===== config.mk =====
export PLATFORM = sky130hd
export DESIGN_NAME = clk_div_multi
export DESIGN_NICKNAME = d
export VERILOG_FILES = /design/src/rtl/clk_div_multi_pkg.sv /design/src/rtl/clk_div_multi_ch.sv /design/src/rtl/clk_div_multi.sv
export SDC_FILE = /design/constraint.sdc
export NUM_CORES = 1
export LEC_CHECK = 0
export ABC_CLOCK_PERIOD_IN_PS = 3580
export BUFFER_PORTS_ARGS = -buffer_cell sky130_fd_sc_hd__buf_2
export CAP_MARGIN = 25
export CORE_MARGIN = 5
export CORE_UTILIZATION = 60
export CTS_BUF_LIST = sky130_fd_sc_hd__clkbuf_4 sky130_fd_sc_hd__clkbuf_8 sky130_fd_sc_hd__clkbuf_16
export CTS_CLUSTER_DIAMETER = 100
export DETAILED_ROUTE_END_ITERATION = 16
export PLACE_DENSITY = 0.77
export SYNTH_ARGS = -nofsm -noshare
export SYNTH_HDL_FRONTEND = slang
export SYNTH_HIERARCHICAL = 1
export SYNTH_SLANG_ARGS = --single-unit

===== constraint.sdc =====
create_clock -name clk -period 3.58 [get_ports clk]
set_input_delay 1.074 -clock clk [delete_from_list [all_inputs] [get_ports clk]]
set_output_delay 1.074 -clock clk [all_outputs]
set_load 0.1 [all_outputs]

===== src/rtl/clk_div_multi_pkg.sv =====
// clk_div_multi_pkg: shared defaults and limits for the multi-channel clock divider
package clk_div_multi_pkg;
    localparam int DEF_NUM_CH = 3;
    localparam int DEF_CNT_W  = 8;
    localparam int DEF_DIV    = 2;
    localparam int MIN_DIV    = 2;
endpackage


===== src/rtl/clk_div_multi_ch.sv =====
// clk_div_multi_ch: one divider channel with counter, pending/active ratio and clamp
module clk_div_multi_ch
    import clk_div_multi_pkg::*;
#(
    parameter int CNT_W   = DEF_CNT_W,
    parameter int RST_DIV = DEF_DIV
) (
    input  logic             clk,
    input  logic             rst,
    input  logic             enb_i,
    input  logic             sync_i,
    input  logic             en_i,
    input  logic             load_i,
    input  logic [CNT_W-1:0] div_i,
    output logic             clk_o,
    output logic             tick_o,
    output logic             ack_o
);
    logic [CNT_W-1:0] cnt_q, cnt_d, act_q, act_d, pend_q, pend_d, cnt_inc;
    logic             clk_q, clk_d, tick_q, tick_d, ack_q, ack_d, pflag_q, pflag_d;
    logic             restart, step, apply;

    // next state: restart beats hold beats count; pending ratio swaps in only at a boundary
    always_comb begin
        restart = sync_i || !en_i;
        step    = !restart && enb_i;
        cnt_inc = (cnt_q == act_q - CNT_W'(1)) ? '0 : cnt_q + CNT_W'(1);
        cnt_d   = restart ? '0 : step ? cnt_inc : cnt_q;
        clk_d   = restart ? 1'b0 : step ? (cnt_inc != '0 && cnt_inc <= (act_q >> 1)) : clk_q;
        tick_d  = step && cnt_inc == CNT_W'(1);
        apply   = pflag_q && (restart || (step && cnt_inc == '0));
        ack_d   = apply;
        act_d   = apply ? pend_q : act_q;
        pend_d  = load_i ? ((div_i < CNT_W'(MIN_DIV)) ? CNT_W'(MIN_DIV) : div_i) : pend_q;
        pflag_d = load_i || (pflag_q && !apply);
    end

    // channel state register, cleared asynchronously
    always_ff @(posedge clk or negedge rst) begin
        if (!rst) begin
            cnt_q   <= '0;
            clk_q   <= 1'b0;
            tick_q  <= 1'b0;
            ack_q   <= 1'b0;
            act_q   <= CNT_W'(RST_DIV);
            pend_q  <= CNT_W'(RST_DIV);
            pflag_q <= 1'b0;
        end else begin
            cnt_q   <= cnt_d;
            clk_q   <= clk_d;
            tick_q  <= tick_d;
            ack_q   <= ack_d;
            act_q   <= act_d;
            pend_q  <= pend_d;
            pflag_q <= pflag_d;
        end
    end

    assign clk_o  = clk_q;
    assign tick_o = tick_q;
    assign ack_o  = ack_q;
endmodule


===== src/rtl/clk_div_multi.sv =====
// clk_div_multi: NUM_CH programmable clock dividers sharing reset, hold and resync
module clk_div_multi
    import clk_div_multi_pkg::*;
#(
    parameter int NUM_CH  = DEF_NUM_CH,
    parameter int CNT_W   = DEF_CNT_W,
    parameter int DEF_DIV = clk_div_multi_pkg::DEF_DIV
) (
    input  logic                    clk,
    input  logic                    rst,
    input  logic                    enb,
    input  logic                    sync,
    input  logic [NUM_CH-1:0]       ch_en,
    input  logic [NUM_CH*CNT_W-1:0] div,
    input  logic [NUM_CH-1:0]       load,
    output logic [NUM_CH-1:0]       load_ack,
    output logic [NUM_CH-1:0]       clk_out,
    output logic [NUM_CH-1:0]       tick
);
    for (genvar i = 0; i < NUM_CH; i++) begin : g_ch
        clk_div_multi_ch #(
            .CNT_W  (CNT_W),
            .RST_DIV(DEF_DIV << i)
        ) u_ch (
            .clk   (clk),
            .rst   (rst),
            .enb_i (enb),
            .sync_i(sync),
            .en_i  (ch_en[i]),
            .load_i(load[i]),
            .div_i (div[i*CNT_W +: CNT_W]),
            .clk_o (clk_out[i]),
            .tick_o(tick[i]),
            .ack_o (load_ack[i])
        );
    end
endmodule


Word-level counts from Yosys, hierarchy flattened. Index checks and enable logic that the tools add are counted.

Register bits after elaboration: 84. Input port bits: 34. Output and inout port bits: 9. Word-level logic and storage cells: 102.

$add $sub $neg: 6. Order comparisons: 6. Equal/unequal tests: 6. Mux-type cells: 18. Reduce and logical (&&, ||, !) cells: 45.

Operators with widths (number): 8-bit two-way mux (12); 8-bit by 1-bit adder with 8-bit output (second input constant) (3); 8-bit by 1-bit equality test with 1-bit output (second input constant) (3); 8-bit equality test (3); 8-bit by 7-bit <= comparator with 1-bit output (3); 8-bit zero test (3); 8-bit by 2-bit < comparator with 1-bit output (second input constant) (3); 8-bit nonzero test (3); 8-bit by 1-bit subtractor with 8-bit output (second input constant) (3); 1-bit logical AND (18); 1-bit zero test (9); 1-bit logical OR (9); 1-bit two-way mux (6); 2-bit nonzero test (3).

Depth between registers and ports, before layout.
Word-level depth: 10. Depth in mapped cells: 15. Gate-level depth less buffers: 14.

By module. Netlist, hierarchy kept.

Modules (own cells, without submodules): clk_div_multi_ch (times used 3, cells each 203, area each 1918.1 um^2, sequential area each 703.2 um^2).

Least setup slack after synthesis. OpenSTA, ideal clock, no wires.

Kind: reg-to-reg. From: register g_ch[0].u_ch.act_q[1]. To: register g_ch[0].u_ch.clk_q. Library setup time: 78 ps. Data arrival time: 2920 ps. Data required time: 3502 ps. Setup slack: 583 ps. Cell stages (with the launch flop): 16. Path buffers: 1. Period minus slack after synthesis: 2997 ps. Cells stage by stage: dfstp_2 inv_1 ha_1 nor3b_1 xnor2_1 nor4_4 nand3_2 clkbuf_1 and2_1 ha_1 nor2b_1 o21bai_1 a31oi_1 nor2_1 nand4_1 a21oi_1.

Cells in the longest elaborated chain, start to end: 7. Elaborated cells on any way between the ends: 8. Classes of those cells: add/sub (1); order compare (1); eq/ne (1); mux (3); reduce/logical (2).

RTL lines: start, declared (RTL line clk_div_multi_ch.sv:19) `logic [CNT_W-1:0] cnt_q, cnt_d, act_q, act_d, pend_q, pend_d, cnt_inc;`; start signal, assigned (RTL line clk_div_multi_ch.sv:45) `act_q <= CNT_W'(RST_DIV);`; start signal, assigned (RTL line clk_div_multi_ch.sv:53) `act_q <= act_d;`; 8-bit by 1-bit subtractor with 8-bit output (RTL line clk_div_multi_ch.sv:27) `cnt_inc = (cnt_q == act_q - CNT_W'(1)) ? '0 : cnt_q + CNT_W'(1);`; 8-bit equality test (RTL line clk_div_multi_ch.sv:27); 8-bit two-way mux (RTL line clk_div_multi_ch.sv:27); 8-bit by 7-bit <= comparator with 1-bit output / 8-bit nonzero test (equally long branches) (RTL line clk_div_multi_ch.sv:29) `clk_d = restart ? 1'b0 : step ? (cnt_inc != '0 && cnt_inc <= (act_q >> 1)) : clk_q;`; 1-bit logical AND * (RTL line clk_div_multi_ch.sv:29); 1-bit two-way mux * (2 in series) (RTL line clk_div_multi_ch.sv:29); end signal, assigned (RTL line clk_div_multi_ch.sv:50) `clk_q <= clk_d;`; end, declared (RTL line clk_div_multi_ch.sv:20) `logic clk_q, clk_d, tick_q, tick_d, ack_q, ack_d, pflag_q, pflag_d;`.

Every way passes the cells marked *; elsewhere a longest branch is shown, timed or not. The select of a mux whose other input is x is not followed. A chain may end at the register's enable or synchronous reset.

Worst setup path in the final report. Same ends and word-level chain as after synthesis.

==> flow_summary.ini <==
[outcome]
status = complete, no violations

[final_layout]
fin_nets = 695
layout-area-overhead-vs-synth_pct = 8.806
fillerInstances = 750
insertedDiodeCount = 0
post_route_cells_drive_above_1_share_pct = 20.66

[timing]
rsz_0062_raised_after_global_routing = false
setup_total_negative_slack_ps = 0
fin_worst_hold_slack_ps = 497.4
max_slew.worst_pin.slew_ps = 609.0
finalCritPeriodShare_pct = 86.58
relSlewSlack_pct = 59.40
max_clock_freq_mhz = 322.6
skew_ps = 10.15
finalSetupViolations = 0
period_needed_ps = 3099
finalMaxSlewViolations = 0
timing.final.hold_violations = 0

[global_route]
globalRoute.totalOverflow = 0
initial_antenna_violation_count = 0
grt_use_met2_pct = 36.63
grt_pass1_vias = 4463
global_route.usage.met3_pct = 4.955
global_route.usage.total_pct = 22.23
grt_first_pass_wirelength_mm = 20.96
grt_most_used_layer = met2
use_met1_pct = 29.69
grt_start_max_net_pins = 48

[detailed_routing]
via_per_inst = 5.996
drc = 0
detail-route-antenna-nets = 0
drt_pass1_iterations = 7
finalWirelength_mm = 12.36
drt-initial-drc-count = 422
wire_per_inst_microns = 16.09
vias = 4605

[worst_hold_path]
hold_path_startpoint = g_ch[0].u_ch/pend_q[1]
hp-class = flip-flop to flip-flop
worst_hold_path_endpoint = g_ch[0].u_ch/pend_q[1]
hold-path-cell-count = 2

[critical_path]
worstPathArrival_ps = 3320
regToRegStartpoint = g_ch[0].u_ch/act_q[1]
endpoint_kind = flip-flop
worstSetupPathType = flip-flop to flip-flop
biggest_fanout_along_the_worst_timing_path = 8
worstReg2RegEnd = g_ch[0].u_ch/clk_o
setup.reg_to_reg.worst_slack_ps = 480
worst_setup_path_start_kind = flip-flop
worst_ep_required_time_ps = 3800
ff2ff_path_depth = 15

[power_and_ir_drop]
p_leak_nw = 2.723
vdd.ir_drop.worst_uv = 414.3
totalPowerFinal_mw = 2.605
total_power_density_per_cell_area_mw_per_mm2 = 416.0

[placement]
place.port_buffers = 42
place.gp.congestion = 0.9256
place.detailed.hpwl_mm = 9.149

[cts]
cts_repair_resize_count = 0
tritoncts_clock_tree = done
clock_latency_ps = 360
ctsRootBufferMaster = clkbuf_8
cts-htree-levels = 3
clock_tree_sinks = 84
clock_path_buffers = 2
cts_post_setup_buffers_inserted = 0
holdBufCountCts = 0
cts.reportedPaths.clkPinSlew_ps = 80
numCtsBuffers = 9

[floorplan]
core_sq_mm = 0.009284
die-height_microns = 107.9
design.die.area_sq_mm = 0.01165
num_io_pins = 43
total_number_of_placement_rows = 35
die_width_microns = 107.9
start_util_pct = 61.98

[synthesis]
cell_taking_the_most_area_after_synthesis = dfrtp_1
ys_seq_elements = 84
synthesis.nets = 670
synth_seq_area_share_pct = 36.66
synth-warning-count = 6
synth.cell_area_sq_mm = 0.005754
syn_avg_cell_area_sq_um = 9.449
netlist_instances = 609
yosys.area.top_type_share_pct = 33.92
yosys-top-cells-area = dfrtp_1 34%, mux2_2 7.6%, ha_1 5.9%
count_of_flip_flops_with_a_built_in_enable_after_synthesis = 0
synth_cell_type_count = 47
ys_async_sr_fraction_pct = 100.0
synth_top_flop_cell = dfrtp_1

[run]
max_cap_violation_count = 0
-- cells by family after synthesis --
group	count (synthesis)	share of synthesized area, %
AOI/OAI and AO/OA	108	12.85
xor gates and xnor gates	60	9.524
adders and majority gates	27	5.871
buffers and inverters	75	5.479
DFF	84	36.66
muxes	42	8.154
and+or+nand+nor	213	21.46
-- worst max-delay path by stage --
stage,startpoint,end,slack (ps),cells past startpoint
after floorplan,g_ch[0].u_ch/act_q[1],g_ch[0].u_ch/clk_o,580,15
after global placement,g_ch[0].u_ch/act_q[1],g_ch[0].u_ch/clk_o,580,15
after detailed placement,g_ch[0].u_ch/act_q[1],g_ch[0].u_ch/clk_o,500,14
after CTS,g_ch[2].u_ch/act_q[0],g_ch[2].u_ch/clk_o,490,14
after global routing,g_ch[0].u_ch/act_q[2],g_ch[0].u_ch/clk_o,230,13
final,g_ch[0].u_ch/act_q[1],g_ch[0].u_ch/clk_o,480,15
-- metrics by stage --
step / cells / area, sq um / setup WS (ps) / util [%]
global placement: 752 / 6031 / 581.0 / 64.96
floorplan: 609 / 5754 / 582.7 / -
detailed placement: 752 / 6031 / 501.1 / 64.96
finish: 768 / 6261 / 480.5 / 67.44
CTS: 768 / 6261 / 487.6 / 67.44
global route: 768 / 6261 / 231.8 / 67.44
-- synthesized netlist by cell type, types with 6 or more instances --
| cell type | count |
|---|---|
| nor3b_1 | 9 |
| buf_2 | 9 |
| nor4_1 | 21 |
| o21ai_0 | 27 |
| dfstp_2 | 6 |
| nor3_1 | 18 |
| inv_1 | 36 |
| xnor2_1 | 33 |
| dfrtp_1 | 78 |
| nand4_1 | 21 |
| xor2_1 | 24 |
| mux2_2 | 39 |
| a31oi_1 | 24 |
| clkbuf_1 | 24 |
| nor2_1 | 18 |
| ha_1 | 27 |
| and3b_1 | 6 |
| nor2b_1 | 12 |
| a21oi_1 | 18 |
| nand3_1 | 21 |
| nand2_1 | 42 |
| o22ai_1 | 6 |
| and3_1 | 12 |
| buf_4 | 6 |
| o21bai_1 | 6 |
-- per-layer routing --
| metal | part of all wire, % | vias up |
|---|---|---|
| li1 | - | 2248 |
| met1 | 45 | 2210 |
| met2 | 49 | 133 |
| met3 | 5.1 | 14 |
| met4 | 0.98 | 0 |
| met5 | 0 | - |
-- area by class of cell --
type,instances,area (sq um),share of cell area (%)
Multi-Input combinational cell,450,3329,53.18
Sequential cell,84,2110,33.69
Timing Repair Buffer,53,295.3,4.716
Tap cell,129,161.4,2.578
Clock buffer,11,145.1,2.318
Inverter,36,135.1,2.158
Clock inverter,5,85.08,1.359
-- state kept, by name, summed over array words and instances, names as in the netlist --
| signal | flops |
|---|---|
| g_ch.u_ch/cnt_q | 24 |
| g_ch.u_ch/pend_q | 24 |
| g_ch.u_ch/tick_o | 3 |
| g_ch.u_ch/act_q | 24 |
| g_ch.u_ch/ack_o | 3 |
| g_ch.u_ch/clk_o | 3 |
| g_ch.u_ch/pflag_q | 3 |
-- critical path: stages, from the launching register on --
cell	delay, ps
dfstp_2	590
inv_1	60
ha_1	210
nor3b_1	160
xnor2_1	160
nor4_4	430
nand3_2	220
buf_4	230
or2b_1	150
ha_1	230
nand4_1	90
o22ai_1	80
a31oi_1	150
nor2_1	50
nand4_1	90
a21oi_1	70
-- cell usage in the layout (no fill, tap or decap), types with 18 or more instances in the layout --
master,count
nor3_1,18
a21oi_1,18
xor2_1,24
buf_2,41
dfrtp_1,78
mux2_2,39
xnor2_1,33
nand3_1,21
o21ai_0,27
nor4_1,21
inv_1,36
a31oi_1,24
nor2_1,18
nand4_1,21
ha_1,27
nand2_1,42
-- power by group --
part / total [mW] / internal, mW / switching, mW
registers: 1.17 / 1.05 / 0.112
clock network: 0.770 / 0.424 / 0.346
logic: 0.669 / 0.286 / 0.384
total: 2.60 / 1.76 / 0.842
No activity file was read; power rests on OpenSTA's default activity.
